**config.mk**
```make
export PLATFORM = sky130hd
export DESIGN_NAME = approx_add_pipe
export DESIGN_NICKNAME = d
export VERILOG_FILES = /design/src/rtl/approx_add_pkg.sv /design/src/rtl/approx_add_core.sv /design/src/rtl/approx_add_pipe.sv
export SDC_FILE = /design/constraint.sdc
export NUM_CORES = 1
export LEC_CHECK = 0
export CELL_PAD_IN_SITES_DETAIL_PLACEMENT = 1
export CELL_PAD_IN_SITES_GLOBAL_PLACEMENT = 1
export CORE_MARGIN = 2
export CORE_UTILIZATION = 43
export CTS_BUF_LIST = sky130_fd_sc_hd__clkbuf_4 sky130_fd_sc_hd__clkbuf_8
export DETAILED_ROUTE_END_ITERATION = 12
export GPL_TIMING_DRIVEN = 0
export HOLD_SLACK_MARGIN = 0.05
export PLACE_DENSITY_LB_ADDON = 0.1
export RECOVER_POWER = 100
export SETUP_SLACK_MARGIN = 0.3
export SLEW_MARGIN = 20
export SYNTH_ARGS = -nofsm -noshare
export SYNTH_HDL_FRONTEND = slang
export SYNTH_SLANG_ARGS = --single-unit
```
**constraint.sdc**
```tcl
create_clock -name clk -period 3.2 [get_ports clk]
set_input_delay 0.96 -clock clk [delete_from_list [all_inputs] [get_ports clk]]
set_output_delay 0.96 -clock clk [all_outputs]
set_load 0.02 [all_outputs]
```
**src/rtl/approx_add_pkg.sv**
```systemverilog
// Shared types and helpers for the approximate adder family.
package approx_add_pkg;

   typedef enum logic [1:0] {
      MODE_EXACT = 2'd0,
      MODE_LOA   = 2'd1,
      MODE_TRUNC = 2'd2,
      MODE_RSVD  = 2'd3
   } mode_e;

   // Ceiling log2, usable in parameter expressions.
   function automatic int clog2(input int n);
      int r;
      r = 0;
      while ((1 << r) < n) r++;
      return r;
   endfunction

endpackage

```
**src/rtl/approx_add_core.sv**
```systemverilog
// Combinational approximate/exact adder pair; k_i must already be clamped to WIDTH-1 or less.
module approx_add_core
   import approx_add_pkg::*;
#(
   parameter int WIDTH = 8,
   parameter int KW    = 3
) (
   input  logic [WIDTH-1:0] a_i,
   input  logic [WIDTH-1:0] b_i,
   input  mode_e            mode_i,
   input  logic [KW-1:0]    k_i,
   output logic [WIDTH:0]   approx_o,
   output logic [WIDTH:0]   exact_o
);

   logic [WIDTH-1:0] lo_mask;
   logic [WIDTH-1:0] top_bit;
   logic [WIDTH-1:0] a_hi;
   logic [WIDTH-1:0] b_hi;
   logic             cin;

   always_comb begin
      exact_o  = {1'b0, a_i} + {1'b0, b_i};
      lo_mask  = (WIDTH'(1) << k_i) - WIDTH'(1);
      top_bit  = (k_i == '0) ? '0 : (WIDTH'(1) << (k_i - KW'(1)));
      a_hi     = a_i & ~lo_mask;
      b_hi     = b_i & ~lo_mask;
      // LOA carry-in is the AND of the top approximate bit pair.
      cin      = |(a_i & b_i & top_bit);
      approx_o = exact_o;
      if (k_i != '0) begin
         case (mode_i)
            MODE_LOA: approx_o = ({1'b0, a_hi} + {1'b0, b_hi} + ((WIDTH+1)'(cin) << k_i))
                                 | {1'b0, (a_i | b_i) & lo_mask};
            MODE_TRUNC: approx_o = {1'b0, a_hi} + {1'b0, b_hi};
            default: approx_o = exact_o;
         endcase
      end
   end

endmodule

```
**src/rtl/approx_add_pipe.sv**
```systemverilog
// Pipelined approximate adder with run-time mode/k selection, per-result error and
// on-line error statistics.
module approx_add_pipe
   import approx_add_pkg::*;
#(
   parameter  int WIDTH      = 8,
   parameter  int APPROX_MAX = 4,
   parameter  int STAGES     = 2,
   parameter  int CNT_W      = 16,
   localparam int KW         = clog2(APPROX_MAX + 1)
) (
   input  logic             clk,
   input  logic             rst,
   input  logic             in_valid,
   output logic             in_ready,
   input  logic [WIDTH-1:0] in_a,
   input  logic [WIDTH-1:0] in_b,
   input  logic [1:0]       in_mode,
   input  logic [KW-1:0]    in_k,
   output logic             out_valid,
   input  logic             out_ready,
   output logic [WIDTH:0]   out_sum,
   output logic [WIDTH:0]   out_err,
   input  logic             stats_clr,
   output logic [CNT_W-1:0] err_cnt,
   output logic [WIDTH:0]   err_max
);

   // Handshake: adv = ~out_valid | out_ready moves every stage at once (bubbles kept);
   // a beat enters on in_valid & in_ready and leaves on out_valid & out_ready.
   logic adv;
   logic deliver;

   logic [KW-1:0]  k_eff;
   logic [WIDTH:0] approx_c;
   logic [WIDTH:0] exact_c;

   logic           vld_q  [STAGES];
   logic [WIDTH:0] sum_q  [STAGES];
   logic [WIDTH:0] side_q [STAGES];
   logic           vld_d  [STAGES];
   logic [WIDTH:0] sum_d  [STAGES];
   logic [WIDTH:0] side_d [STAGES];
   logic [WIDTH:0] ex_in  [STAGES];

   logic [CNT_W-1:0] err_cnt_q, err_cnt_d;
   logic [WIDTH:0]   err_max_q, err_max_d;

   assign adv      = ~out_valid | out_ready;
   assign in_ready = adv;
   assign deliver  = out_valid & out_ready;

   always_comb begin
      k_eff = (in_k > KW'(APPROX_MAX)) ? KW'(APPROX_MAX) : in_k;
   end

   approx_add_core #(
      .WIDTH (WIDTH),
      .KW    (KW)
   ) u_core (
      .a_i      (in_a),
      .b_i      (in_b),
      .mode_i   (mode_e'(in_mode)),
      .k_i      (k_eff),
      .approx_o (approx_c),
      .exact_o  (exact_c)
   );

   // side_q carries the exact shadow sum through inner stages and |exact - approx|
   // in the last stage, so the error is registered alongside its sum.
   for (genvar s = 0; s < STAGES; s++) begin : g_stage
      if (s == 0) begin : g_first
         assign vld_d[s] = in_valid;
         assign sum_d[s] = approx_c;
         assign ex_in[s] = exact_c;
      end else begin : g_next
         assign vld_d[s] = vld_q[s-1];
         assign sum_d[s] = sum_q[s-1];
         assign ex_in[s] = side_q[s-1];
      end
      if (s == STAGES - 1) begin : g_err
         assign side_d[s] = (ex_in[s] >= sum_d[s]) ? (ex_in[s] - sum_d[s])
                                                   : (sum_d[s] - ex_in[s]);
      end else begin : g_shadow
         assign side_d[s] = ex_in[s];
      end
   end

   always_ff @(posedge clk or posedge rst) begin
      if (rst) begin
         for (int s = 0; s < STAGES; s++) begin
            vld_q[s]  <= 1'b0;
            sum_q[s]  <= '0;
            side_q[s] <= '0;
         end
      end else if (adv) begin
         for (int s = 0; s < STAGES; s++) begin
            vld_q[s]  <= vld_d[s];
            sum_q[s]  <= sum_d[s];
            side_q[s] <= side_d[s];
         end
      end
   end

   assign out_valid = vld_q[STAGES-1];
   assign out_sum   = sum_q[STAGES-1];
   assign out_err   = side_q[STAGES-1];

   // Clear wins over a same-cycle delivery; that delivery is dropped from the stats.
   always_comb begin
      err_cnt_d = err_cnt_q;
      err_max_d = err_max_q;
      if (stats_clr) begin
         err_cnt_d = '0;
         err_max_d = '0;
      end else if (deliver) begin
         if ((out_err != '0) && (err_cnt_q != '1)) err_cnt_d = err_cnt_q + CNT_W'(1);
         if (out_err > err_max_q) err_max_d = out_err;
      end
   end

   always_ff @(posedge clk or posedge rst) begin
      if (rst) begin
         err_cnt_q <= '0;
         err_max_q <= '0;
      end else begin
         err_cnt_q <= err_cnt_d;
         err_max_q <= err_max_d;
      end
   end

   assign err_cnt = err_cnt_q;
   assign err_max = err_max_q;

endmodule

```
Word level (Yosys, flattened, before mapping). Cells that the tools add are included.

Add/subtract/negate cells: 8. Order comparisons: 3. Equality and inequality tests: 3. Shift-type cells: 3. Mux-type cells: 11. Bitwise gates (word level): 11. Reductions and logical operators: 10.

Operators by type and width (number): 16-bit 2-to-1 mux (3); 9-bit 2-to-1 mux (5); 8-bit bitwise AND (5); 8-bit by 8-bit adder with 9-bit output (2); 9-bit case mux with 2 select lines (1); 9-bit subtractor (2); 16-bit by 1-bit adder with 16-bit output (second input constant) (1); 16-bit != test (second input constant) (1); 1-bit by 3-bit left shift with 8-bit output (first input constant) (2); 9-bit adder (1); 9-bit greater-or-equal comparator (1); 9-bit > comparator (1); 9-bit by 8-bit OR with 9-bit output (1); 9-bit nonzero test (1); 1-bit by 3-bit left shift with 9-bit output (1); 8-bit 2-to-1 mux (1); 8-bit NOT (1); 8-bit OR (1); 8-bit OR reduction (1); 8-bit by 2-bit subtractor with 8-bit output (second input constant) (1); 2-bit nonzero test (3); 2-bit AND reduction (2); 3-bit > comparator (second input constant) (1); 3-bit logical NOT (1); 9 further kinds (9).

Flip-flop bits (word level): 63. Input port bits: 26. Output and inout port bits: 45. Word-level logic and storage cells: 57.

Logic depth before layout (Yosys ltp).
Word-level depth: 12. Depth in mapped cells: 16. Mapped depth without buffers: 16.

Hierarchy. A second synthesis with hierarchy kept.

Cells, all modules: 649. Area total of the unflattened synthesis: 5366.4 um2.

Modules (own cells, without submodules): approx_add_pipe (times used 1, cells an instance 416, area an instance 3768.6 um2, sequential area each 1576.5 um2); approx_add_core (times used 1, cells an instance 233, area an instance 1597.8 um2, sequential area each 0.0 um2).

Worst setup path before layout. No wires, ideal clock.

Path type: in2reg. Start: input port in_k[0]. End: register sum_q (netlist bit sum_d[8]). Setup time: 0.076 ns. Arrival time: 3.774 ns. Data required time: 3.124 ns. Setup slack: -0.650 ns. Cell stages on the path: 13. Buffers on the path: 0. Cell sequence: nor3_1 and2_1 ha_1 inv_1 fa_1 inv_1 fa_1 a21o_1 a211o_1 a2111oi_0 nor3_1 xor2_1 o21ai_1.

Word-level cells in the longest chain between the ends: 12. Elaborated cells between the ends (all ways): 20. Classes of those cells: add/sub (4); order compare (1); shift (3); mux (4); bitwise (5); reduce/logical (3).

Ends and longest elaborated chain: start: declaration (line approx_add_pipe.sv:19) `input logic [KW-1:0] in_k,`; 3-bit > comparator (line approx_add_pipe.sv:54) `k_eff = (in_k > KW'(APPROX_MAX)) ? KW'(APPROX_MAX) : in_k;`; 3-bit 2-to-1 mux (*) (line approx_add_pipe.sv:54); parallel branches: the longest is 9 deep, another holds 8-bit by 8-bit adder with 9-bit output; 9-bit 2-to-1 mux (*) (line approx_add_core.sv:31) `if (k_i != '0) begin`; end signal: indexed assignment (line approx_add_pipe.sv:99) `sum_q[s] <= sum_d[s];`; end: declaration (line approx_add_pipe.sv:39) `logic [WIDTH:0] sum_q [STAGES];`.

Mark *: on every way between the ends. A chain may end at the register's enable or synchronous reset.

Final worst setup path.
Start: input port in_k[2]. End: register sum_q (netlist bit sum_d[8]).

Same word-level chain as after synthesis.

==> results.txt <==
Largest delay contributor family on the critical path: compound AO/OA/AOI/OAI gates
Final WS setup: -0.564 ns
Tcrit/Tclk final: 118%
Fmax: 266 MHz
Core ar.: 11,500 um^2
Row count: 39
Hold Path Class: reg2reg
Final antenna-violating net count: 0
Drt pass-1 iters: 8
Layout filler cell count: 1,370
Dpl cell area: 6050 um^2
Layout cells sized above 1: 16.2%
Fin util: 58.3%
1st-iter DRT viols: 231
CTS tree: built
CP Cell Sequence: buf_12, nor3_4, and2_4, ha_4, inv_2, fa_2, inv_2, fa_2, a21o_1, a211o_1, a2111oi_4, nor3_2, xor2_1, o21ai_1
Mapped cell area: 5100 um^2
Slowest-stage cell, CP: fa_2
CTS Buffer Depth: 2
WP data required: 3.47 ns
Synth warnings: 0
Final Wtd Congestion: 0.895
Initial antenna violation count: 0
Synth-to-layout area growth: 31.6%
Die Wd: 113 um
Slew margin rel.: 15.4%
Clk slew on worst S/H paths: 0.07 ns
Max cap viols: 0
# DRC: 7
Fin area: 6720 um^2
Register area share after synthesis: 30.9%
CP Capture Type: flip-flop
Input/output buffers: 69
PwrDens: 604 nW/um^2
N_diodes: 0
TritonCTS buffer count: 9
Worst-Margin Slew: 1.26 ns
LEAKAGE: 3.21 nW
Mapped Cells: 593
Die area: 12,800 um^2
Post-synth EDFFs: 0
Final Power: 4.05 mW
Crit start category: input pin
Max stage delay on crit path: 0.53 ns
Largest net degree at the start of global routing: 37
DR WL/cell: 18.8 um
Die height: 113 um
Status: complete, but fails checks
Total GRT Usage: 24.2%
Vias in the first global route: 5,171
Synth async-reset ratio: 100%
Ys flop type: dfrtp_1
GRT overflow: 0
Syn_area_per_cell: 8.61 um^2
# IOs: 71
Initial core utilization: 44.3%
RSZ-0062 raised after global routing: yes
Final WL: 16,100 um
Crit path kind: in2reg
Sum Neg Setup Slack: -2.59 ns
Library cells used by synthesis: 72
Clock root buffer: clkbuf_8
Final Hold Vio Count: 0
Number of buffers and inverters on the critical path: 3
Worst-path maximum fanout: 4
Clk_lat worst skew: 0.34 ns
Worst clock skew: 0.0106 ns
H-tree lvl count: 3
Max Slew Vio Count: 0
Drt via density: 5.75
Failing checks: DRC, setup timing
Maximum vdd drop: 0.000204 V
Setup violations, final: 8
Seq cells post-synth: 63
Total number of vias: 4,935
Final min period: 3.76 ns
Final net count: 802
Crit path arrival time: 4.04 ns
Dpl hpwl: 11,100 um
First-pass GRT wire length: 25,100 um
Clk sinks: 63
[sequential cells by signal (all words and copies together), names as in the netlist]
signal / count
err_cnt: 16
err_max: 9
ex_in: 9
out_err: 9
out_sum: 9
out_valid: 1
sum_d: 9
vld_d: 1
[metrics by stage]
stage	hold slack, ns	instances	worst slack [ns]
floorplan	0.430	596	-0.399
global placement	0.464	808	-1.34
global route	0.512	859	-0.667
finish	0.472	859	-0.564
CTS	0.487	845	-0.357
detailed placement	0.471	809	-1.39
[logic make-up (layout without fill, tap and decap cells)]
| logic type | Yosys count | count (layout) | share of synthesized area (%) |
|---|---|---|---|
| mux | 12 | 12 | 2.38 |
| simple gates | 192 | 192 | 18.8 |
| other cells | 1 | 4 | 0.0735 |
| fa+ha+maj | 65 | 65 | 16.7 |
| xor+xnor | 29 | 29 | 4.98 |
| buf+inv | 84 | 204 | 6.67 |
| flops | 63 | 63 | 30.9 |
| compound gates | 147 | 147 | 19.5 |
[power by group]
group          internal, mW  total, mW  switching (mW)
registers             0.978       1.16           0.177
clock network         0.395      0.698           0.303
logic                 0.961       2.20            1.24
[final timing paths]
kind	endpoint	slack, ns	from	cells past startpoint
min	out_sum[8]	0.47	out_sum[8]	2
max reg2reg	out_err[1]	0.34	sum_d[1]	9
max	sum_d[8]	-0.56	in_k[2]	14
min reg2reg	out_sum[8]	0.47	out_sum[8]	2
min in group asynchronous	out_sum[7]	1.33	rst	2
max in group asynchronous	out_err[5]	0.45	rst	3
[layout make-up]
cell class                 count  area [um^2]  area share [%]
timing repair buffer         104          957            14.2
clock buffer                  12          153            2.27
clock inverter                 4         45.0           0.671
inverter                      57          216            3.22
tap                          143          179            2.66
buffer                        27          145            2.16
sequential                    63         1580            23.5
multi-input combinational    449         3450            51.3
[synthesized netlist by cell type (5+ instances only)]
| cell | count | area share, % |
|---|---|---|
| o21ai_0 | 36 | 3.5 |
| dfrtp_1 | 63 | 31 |
| mux2i_1 | 11 | 2.2 |
| a21oi_1 | 29 | 2.8 |
| xnor2_1 | 14 | 2.4 |
| nor4_1 | 5 | 0.61 |
| ha_1 | 60 | 15 |
| inv_1 | 57 | 4.2 |
| nor3_1 | 13 | 1.3 |
| fa_1 | 5 | 2.0 |
| and2_1 | 8 | 0.98 |
| and3_1 | 6 | 0.74 |
| a31oi_1 | 7 | 0.86 |
| o22ai_1 | 6 | 0.74 |
| nor2b_1 | 9 | 1.1 |
| nand3_1 | 8 | 0.78 |
| a21o_1 | 11 | 1.6 |
| a211oi_1 | 6 | 0.88 |
| nand2_1 | 44 | 3.2 |
| xor2_1 | 15 | 2.6 |
| nor2_1 | 62 | 4.6 |
| o21a_1 | 9 | 1.3 |
| nand3b_1 | 5 | 0.74 |
| nand4_1 | 8 | 0.98 |
| clkbuf_1 | 18 | 1.3 |
[metal layers]
metal	global-route usage, %	share of wire, %	vias to the layer above
li1	-	-	2304
met1	27.7	39	2453
met2	45.9	54	136
met3	3.80	3.6	42
met4	7.89	3.4	0
met5	0	0	-
[tightest hold or removal path: stages (launching register included)]
cell and delay [ns]:
dfrtp_1 0.34, nand2_1 0.04, o21ai_0 0.06
[cells in the final DEF, fill, tap and decap left out, drive strengths merged, types with 6 or more instances in the layout]
master / instances
o21ai: 39
a31oi: 7
nor3: 14
clkdlybuf4s50: 8
xor2: 15
a21o: 11
o22ai: 6
nand3: 8
a21oi: 30
ha: 60
nor2: 62
clkbuf: 40
xnor2: 14
a211oi: 6
dlygate4sd2: 10
mux2i: 11
inv: 55
nand4: 9
and3: 6
dlygate4sd3: 46
buf: 39
nor2b: 9
nand2: 44
nor4: 6
dfrtp: 63
o21a: 10
and2: 8
[repair_timing]
item,CTS,global route
setup buffers,20,14
resized for setup,71,36
hold buffers,0,0
pin swaps,29,24
endpoints found under the setup margin,12,9
No activity file was read; power rests on OpenSTA's default activity.
